$ cat src/rtl/finv_seq.sv
// rtl/finv_seq.sv - sequential reciprocal (table seed + 2 Newton-Raphson steps); FINV_SEQ_EXACT_EN adds an exact RNE fix-up
module finv_seq (
  input  logic        clk,
  input  logic        rst,
  input  logic        in_valid,
  output logic        in_ready,
  input  logic [31:0] in_x,
  output logic        out_valid,
  input  logic        out_ready,
  output logic [31:0] y,
  output logic        ovf,
  output logic        udf
);

`ifdef FINV_SEQ_EXACT_EN
  typedef enum logic [2:0] {IDLE, SEED, MUL_A, MUL_B, ROUND, FIX_A, FIX_B, DONE} state_t;
`else
  typedef enum logic [2:0] {IDLE, SEED, MUL_A, MUL_B, ROUND, DONE} state_t;
`endif

  state_t state_q, state_d;

  logic        sign_q;
  logic [7:0]  exp_q;
  logic [22:0] man_q;
  logic [31:0] r_q;         // reciprocal estimate, Q1.31
  logic [31:0] t_q;         // x*r, Q2.30
  logic        it_q;
  logic [31:0] mul_a, mul_b;
  logic [63:0] prod;
  logic [31:0] two_minus_t;
  logic [31:0] mant_fx;     // 1.m as Q1.31
  logic [23:0] mi;          // 1.m as integer
  logic [24:0] q_round;     // rounded quotient; bit 24 set means exactly 1.0
  logic        round_up;
  logic [7:0]  in_e;
  logic [22:0] in_m;
  logic        sp_zero, sp_inf, sp_udf, is_special;
  logic        unused_prod;

`ifdef FINV_SEQ_EXACT_EN
  logic [24:0]        q_q;
  logic [24:0]        q_fix;
  logic signed [50:0] rho_q;  // 2^48 - 2*Mi*Qi: remainder against the half-ulp midpoint
  logic signed [50:0] mi_s;
`endif

  // Seed ROM: rounded 1/(1.m) at the middle of each of 256 intervals, Q0.12
  logic [11:0] seed_tab [256];
  for (genvar i = 0; i < 256; i++) begin : g_seed
    localparam int unsigned DEN = 513 + 2 * i;
    assign seed_tab[i] = 12'((((1 << 22) / DEN) + 1) / 2);
  end

  assign in_e        = in_x[30:23];
  assign in_m        = in_x[22:0];
  assign sp_zero     = (in_e == 8'd0);
  assign sp_inf      = (in_e == 8'hFF);
  assign sp_udf      = ((in_m == 23'd0) && (in_e >= 8'd254)) || ((in_m != 23'd0) && (in_e >= 8'd253));
  assign is_special  = sp_zero | sp_inf | sp_udf;

  assign mant_fx     = {1'b1, man_q, 8'h00};
  assign mi          = {1'b1, man_q};
  assign two_minus_t = 32'h8000_0000 - t_q;
  assign prod        = {32'd0, mul_a} * {32'd0, mul_b};
  assign unused_prod = ^prod[29:0];

  assign round_up = r_q[6] & ((|r_q[5:0]) | r_q[7]);
  assign q_round  = ((man_q == 23'd0) || r_q[31]) ? 25'h100_0000
                                                   : {1'b0, r_q[30:7]} + {24'd0, round_up};

  function automatic logic [31:0] pack(input logic s, input logic [7:0] e, input logic [24:0] q);
    logic [7:0] be;
    be = q[24] ? 8'(9'd254 - {1'b0, e}) : 8'(9'd253 - {1'b0, e});
    return {s, be, q[24] ? 23'd0 : q[22:0]};
  endfunction

  // Operand select for the single shared multiplier
  always_comb begin
    mul_a = '0;
    mul_b = '0;
    case (state_q)
      MUL_A: begin mul_a = mant_fx; mul_b = r_q; end
      MUL_B: begin mul_a = r_q;     mul_b = two_minus_t; end
`ifdef FINV_SEQ_EXACT_EN
      FIX_A: begin mul_a = {7'd0, q_q}; mul_b = {8'd0, mi}; end
`endif
      default: ;
    endcase
  end

`ifdef FINV_SEQ_EXACT_EN
  assign mi_s = $signed({27'd0, mi});

  // Step the quotient by one ulp toward the true reciprocal when past the midpoint
  always_comb begin
    q_fix = q_q;
    if (rho_q > mi_s)       q_fix = q_q + 25'd1;
    else if (rho_q < -mi_s) q_fix = q_q - 25'd1;
  end
`endif

  // State register
  always_ff @(posedge clk or posedge rst) begin
    if (rst) state_q <= IDLE;
    else     state_q <= state_d;
  end

  // Next state and handshake outputs
  always_comb begin
    state_d   = state_q;
    in_ready  = 1'b0;
    out_valid = 1'b0;
    case (state_q)
      IDLE: begin
        in_ready = 1'b1;
        if (in_valid) state_d = is_special ? DONE : SEED;
      end
      SEED:  state_d = MUL_A;
      MUL_A: state_d = MUL_B;
      MUL_B: state_d = it_q ? ROUND : MUL_A;
`ifdef FINV_SEQ_EXACT_EN
      ROUND: state_d = FIX_A;
      FIX_A: state_d = FIX_B;
      FIX_B: state_d = DONE;
`else
      ROUND: state_d = DONE;
`endif
      DONE: begin
        out_valid = 1'b1;
        if (out_ready) state_d = IDLE;
      end
      default: state_d = IDLE;
    endcase
  end

  // Datapath: capture, seed, iterate, round, and result registers
  always_ff @(posedge clk or posedge rst) begin
    if (rst) begin
      sign_q <= 1'b0;
      exp_q  <= '0;
      man_q  <= '0;
      r_q    <= '0;
      t_q    <= '0;
      it_q   <= 1'b0;
      y      <= '0;
      ovf    <= 1'b0;
      udf    <= 1'b0;
`ifdef FINV_SEQ_EXACT_EN
      q_q    <= '0;
      rho_q  <= '0;
`endif
    end else begin
      case (state_q)
        IDLE: if (in_valid) begin
          sign_q <= in_x[31];
          exp_q  <= in_e;
          man_q  <= in_m;
          ovf    <= sp_zero;
          udf    <= ~sp_zero & ~sp_inf & sp_udf;
          if (sp_zero)      y <= {in_x[31], 8'hFF, 23'd0};
          else if (is_special) y <= {in_x[31], 31'd0};
        end
        SEED: begin
          r_q  <= {1'b0, seed_tab[man_q[22:15]], 19'd0};
          it_q <= 1'b0;
        end
        MUL_A: t_q <= prod[63:32];
        MUL_B: begin
          r_q  <= prod[61:30];
          it_q <= 1'b1;
        end
`ifdef FINV_SEQ_EXACT_EN
        ROUND: q_q <= q_round;
        FIX_A: rho_q <= 51'sh1_0000_0000_0000 - $signed({2'b00, prod[47:0], 1'b0});
        FIX_B: y <= pack(sign_q, exp_q, q_fix);
`else
        ROUND: y <= pack(sign_q, exp_q, q_round);
`endif
        default: ;
      endcase
    end
  end

endmodule

$ cat config.mk
export PLATFORM = sky130hd
export DESIGN_NAME = finv_seq
export DESIGN_NICKNAME = d
export VERILOG_FILES = /design/src/rtl/finv_seq.sv
export SDC_FILE = /design/constraint.sdc
export NUM_CORES = 2
export LEC_CHECK = 0
export CAP_MARGIN = 20
export CORE_MARGIN = 1
export CORE_UTILIZATION = 60
export DETAILED_ROUTE_END_ITERATION = 8
export PLACE_DENSITY = 0.88
export SKIP_LAST_GASP = 1
export SLEW_MARGIN = 20
export SYNTH_ARGS = -nofsm -noshare
export SYNTH_HDL_FRONTEND = slang
export SYNTH_SLANG_ARGS = --single-unit
export TNS_END_PERCENT = 10
$ cat constraint.sdc
create_clock -name clk -period 21.4 [get_ports clk]
set_input_delay 6.42 -clock clk [delete_from_list [all_inputs] [get_ports clk]]
set_output_delay 6.42 -clock clk [all_outputs]
set_load 0.005 [all_outputs]
# Yosys cells after proc, flatten, opt, wreduce, memory -nomap -nowiden
# Memory sizes are Yosys's and may differ from the RTL's.
# Index checks and enable logic that the tools add are counted.
# Widths: inputs -> output; s select.
[op_classes]
addsub = 4
multipliers = 1
magnitude_cmp = 3
eq_ne = 9
muxes = 20
n_bitwise = 9
n_reduce_logical = 15
[op_table]
columns = ["cell", "n"]
rows = [
  ["$pmux 32 s2", 4],
  ["$mux 32", 3],
  ["$mul 32x32->64", 1],
  ["$logic_not 23->1", 2],
  ["$sub 32x32->32 const A", 1],
  ["$add 24x1->25", 1],
  ["$mux 25", 1],
  ["$mux 12", 2],
  ["$mux 23", 1],
  ["$reduce_bool 23->1", 1],
  ["$pmux 3 s6", 1],
  ["$ge 8x8->1 const B", 2],
  ["$sub 8x8->8 const A", 2],
  ["$mux 3", 4],
  ["$ge 9x9->1 const B", 1],
  ["$not 8->9", 1],
  ["$eq 8x8->1 const B", 1],
  ["$logic_not 8->1", 1],
  ["$mux 8", 1],
  ["$eq 3x2->1 const B", 2],
  ["$eq 3x3->1 const B", 2],
  ["$reduce_or 6->1", 1],
  ["$ne 2x2->1 const B", 2],
  ["$reduce_and 2->1", 2],
  ["other kinds (12)", 21],
]
[word_totals]
register_bits = 134
romBits = 3072
in_bits = 36
out_inout_bits = 36
elab_cells = 72
n_memories = 1
[mem_list]
columns = ["memory", "words", "word_bits", "read_ports", "rd_clocked_by_memory_dff", "write_ports", "line", "text"]
rows = [
  ["(name not given)", 256, 12, 1, 0, 0, "165", "r_q <= {1'b0, seed_tab[man_q[22:15]], 19'd0};"],
]

# Depth between registers and ports, before layout
[logic_depth]
depth_word = 8
mapped_depth = 37
ltp_nobuf = 35

# Worst setup path before layout
# OpenSTA, ideal clock, no wires.
[synth_path]
path_type = "register to register"
from = "register t_q[6]"
to = "register r_q[16]"
setup_time_ns = 0.069
arrival_ns = 8.738
t_required_ns = 21.331
slack_ns = 12.593
stages_incl_launch_ff = 31
n_path_buf = 1
synth_period_minus_slack_ns = 8.807
cell_sequence = "dfrtp_1 > or4_1 > nor2_1 > nand3_1 > nor2_1 > xnor2_1 > a22oi_1 > clkbuf_1 > nor2_1 > fa_1 > inv_1 > fa_1 > inv_1 > fa_1 > inv_1 > fa_1 > inv_1 > fa_1 > fa_1 > fa_1 > fa_1 > ha_1 > nand4_2 > nor3_1 > o211ai_1 > a2111oi_2 > nor3b_2 > or4_4 > a21o_1 > a211o_1 > nand3_1"
[synth_via]
elab_chain_cells = 4
[synth_rtl]
columns = ["item", "line", "text"]
rows = [
  ["start, declared", "27", "logic [31:0] t_q;"],
  ["start signal, assigned", "168", "MUL_A: t_q <= prod[63:32];"],
  ["$sub 32x32->32", "64", "assign two_minus_t = 32'h8000_0000 - t_q;"],
  ["$pmux 32 s2", "82", "case (state_q)"],
  ["$mul 32x32->64", "65", "assign prod = {32'd0, mul_a} * {32'd0, mul_b};"],
  ["$pmux 32 s2", "154", "case (state_q)"],
  ["end signal, assigned", "165", ""],
  ["end signal, assigned", "170", "r_q <= prod[61:30];"],
  ["end, declared", "26", "logic [31:0] r_q;"],
]
# No other way between the ends.
# A chain may end at the register's enable or synchronous reset.

# Final worst setup path
[layout_path]
from = "register state_q[0]"
to = "register r_q[26]"
[layout_via]
elab_chain_cells = 4
word_cells_on_any_way = 8
classes_between = "1 x mul; 3 x eq/ne; 3 x mux; 1 x reduce/logical"
[layout_rtl]
columns = ["item", "line", "text"]
rows = [
  ["start, declared", "21", "state_t state_q, state_d;"],
  ["start signal, assigned", "106", "else state_q <= state_d;"],
  ["$eq 3x2->1, on equally long branches", "82, 154", ""],
  ["$pmux 32 s2", "82", ""],
  ["$mul 32x32->64", "65", ""],
  ["$pmux 32 s2", "154", ""],
]
# Parallel ways exist; a longest one is shown, timed or not.

==> impl_metrics.tcl <==
set metrics [dict create \
    drt_iter0_markers 4884 \
    synthSimpleGateAreaFrac_pct 16.62 \
    worst_pin_slew_ns 1.259 \
    hold_viol_final 0 \
    synth_top_family_by_area "adder cells" \
    synthAdderAreaFrac_pct 50.97 \
    placed_cells 5855 \
    cts_max_level 4 \
    startpoint_type "flop" \
    drt.antenna.violating_nets 0 \
    hold_buffers 0 \
    synth_nets 6249 \
    syn2layout_area_growth_pct 5.523 \
    slowest_delay_ns 1.02 \
    yosysSeqAreaShare_pct 7.988 \
    instances_no_fill 5894 \
    drt-vias-per-instance 6.361 \
    finalSetupTns_ns 0 \
    post-route-drc-count 0 \
    finClkSkew_ns 0.01500 \
    synth-main-ff-cell "dfrtp_1" \
    dp_hpwl_um 107200 \
    required_ns 21.72 \
    avgSynthCellArea_um2 8.329 \
    netlist_instances 5040 \
    layout-drive-gt1-share_pct 4.458 \
    crit_type "reg -> reg" \
    row_count 96 \
    syn_area_mm2 0.04198 \
    cts_buffer_depth 2 \
    place_congestion 1.071 \
    async_reset_ff_share_pct 100.0 \
    crit_fanout 56 \
    dr_total_vias 37490 \
    grt_use_total_pct 41.69 \
    cts_resized 0 \
    max_freq_mhz 94.81 \
    cts_tree "built" \
    wirelength_um 143200 \
    fin_nets 6155 \
    worstRegToRegCells 28 \
    synth_edf_count 0 \
    synth_compound_area_share_pct 10.30 \
    worstSetupEndpointType "flop" \
    cp_data_arrival_time_ns 10.87 \
    io_pins 72 \
    clkTransAtPathRegs_ns 0.06 \
    rsz0062_at_grt "false" \
    dieArea_mm2 0.07102 \
    synth-seq-cells 134 \
    period_needed_ns 10.55 \
    yosysWarningCount 0 \
    antenna_found_initial 8 \
    drv_cap 0 \
    final_max_slew_viol_count 0 \
    die_w_um 266.5 \
    wl_per_cell_um 24.29 \
    critPathSlowestCell "a22o_1" \
    synth_top_area_share_pct 42.68 \
    holdCritPathClass "reg -> reg" \
    muxShareOfSynthArea_pct 0.8077 \
    yosysTopAreaCell "fa_1" \
    final_util_pct 64.25 \
    period_share_pct 49.29 \
    ys_types 86 \
    whs_path_depth 2 \
    synthXorXnorAreaFrac_pct 1.878 \
    cts_made_buffers 17 \
    worst_slack_ns 10.85 \
    root_buffer "clkbuf_16" \
    die_height_um 266.5 \
    relSlewSlack_pct 16.07 \
    grt_pass1_wl_um 221600 \
    grt_max_degree 96 \
    overflow 0 \
    post_cts_buffers 0 \
    cts.sinks 134 \
    core_mm2 0.06895 \
    status "completed" \
    grt_pass1_vias 39020 \
    setup_violations 0 \
    crit_top_cell "fa_1" \
    dp_slack_ns 11.21 \
    port_buffers 71 \
    drtPass1Iterations 8 \
    netlist_top_cells_area "fa_1 (43%), inv_1 (8.6%), ha_1 (8.3%)" \
    clk_latency_ns 0.44 \
    start_util_pct 60.88 \
]
## logic make-up after synthesis
group / after synthesis
simple gates: 1693
buf+inv: 1274
fa+ha+maj: 1173
compound gates: 650
flops: 134
xor+xnor: 90
mux: 26
## metal layers
metal  up-vias  GRT usage, %  share of wire, %
met1     18300         48.74                32
met2      2931         63.36                44
li1      15330             -                 -
met3       929         15.32                15
met5         -             0             0.052
met4        10         30.09               9.3
## registers in the layout, indices dropped and copies added, names as in the netlist
register and count:
it_q 1, ovf 1, state_q 3, y 32
t_q 32, r_q 32, man_q 23, exp_q 8
sign_q 1, udf 1
## final cells by class
cell class,instances,area (um^2)
fill,5500,24650
antenna,6,15.01
sequential,134,3358
multi-input combinational,3632,33910
tap,931,1165
clock buffer,20,466.7
timing repair buffer,193,1642
clock inverter,10,105.1
inverter,968,3638
## critical path: cells and delay by family (launching register included)
kind	cells	cell delay [ns]
AO/OA/AOI/OAI	6	2.48
adder cells (fa/ha/maj)	9	4.46
buffers and inverters	6	1.56
flip-flops	1	0.64
multiplexers	1	0.12
AND/OR/NAND/NOR	6	1.12
## synth_stat cells (39+ instances only)
master    instances
a22oi_1          50
dfrtp_1         134
nand2_1         866
fa_1            895
clkbuf_1        274
nor2_1          569
ha_1            278
a22o_1           39
nand3_1          43
o21ai_0         182
inv_1           966
xnor2_1          56
a21oi_1         123
nor3_1           39
## worst paths after layout
kind / startpoint / to / slack (ns)
min reg2reg: ovf$_DFFE_PP0P_ / ovf$_DFFE_PP0P_ / 0.48
max reg2reg: state_q[0]$_DFFE_PP0P_ / r_q[26]$_DFFE_PP0P_ / 10.85
max in group asynchronous: rst / man_q[18]$_DFFE_PP0P_ / 13.55
min: ovf$_DFFE_PP0P_ / ovf$_DFFE_PP0P_ / 0.48
max: state_q[0]$_DFFE_PP0P_ / r_q[26]$_DFFE_PP0P_ / 10.85
min in group asynchronous: rst / y[26]$_DFFE_PP0P_ / 6.44
## per-stage QoR
stage / hold WS (ns) / area (um^2)
after floorplan: 0.4450 / 41980
after global placement: 0.4587 / 43650
after detailed placement: 0.4711 / 43670
after CTS: 0.4838 / 44240
after global routing: 0.5029 / 44280
final: 0.4837 / 44300
## placed cells by master, fill, tap and decap left out, types with 12 or more instances in the layout
| master | instances |
|---|---|
| a211oi_1 | 22 |
| a21o_1 | 29 |
| a21oi_1 | 123 |
| a22o_1 | 37 |
| a22oi_1 | 45 |
| a31oi_1 | 18 |
| and2_1 | 24 |
| and3_1 | 27 |
| buf_4 | 119 |
| clkbuf_16 | 17 |
| clkdlybuf4s50_1 | 71 |
| dfrtp_1 | 130 |
| fa_1 | 895 |
| ha_1 | 278 |
| inv_1 | 965 |
| mux2i_1 | 17 |
| nand2_1 | 866 |
| nand2b_1 | 14 |
| nand3_1 | 43 |
| nand4_1 | 24 |
| nor2_1 | 567 |
| nor2b_1 | 16 |
| nor3_1 | 39 |
| nor4_1 | 25 |
| o211ai_1 | 18 |
| o21a_1 | 15 |
| o21ai_0 | 181 |
| o21bai_1 | 12 |
| o31ai_1 | 12 |
| xnor2_1 | 56 |
| xor2_1 | 34 |
Power is left out: the tool's default activity adds up to more than one toggle a clock period on the data nets, which glitch-free logic cannot reach.
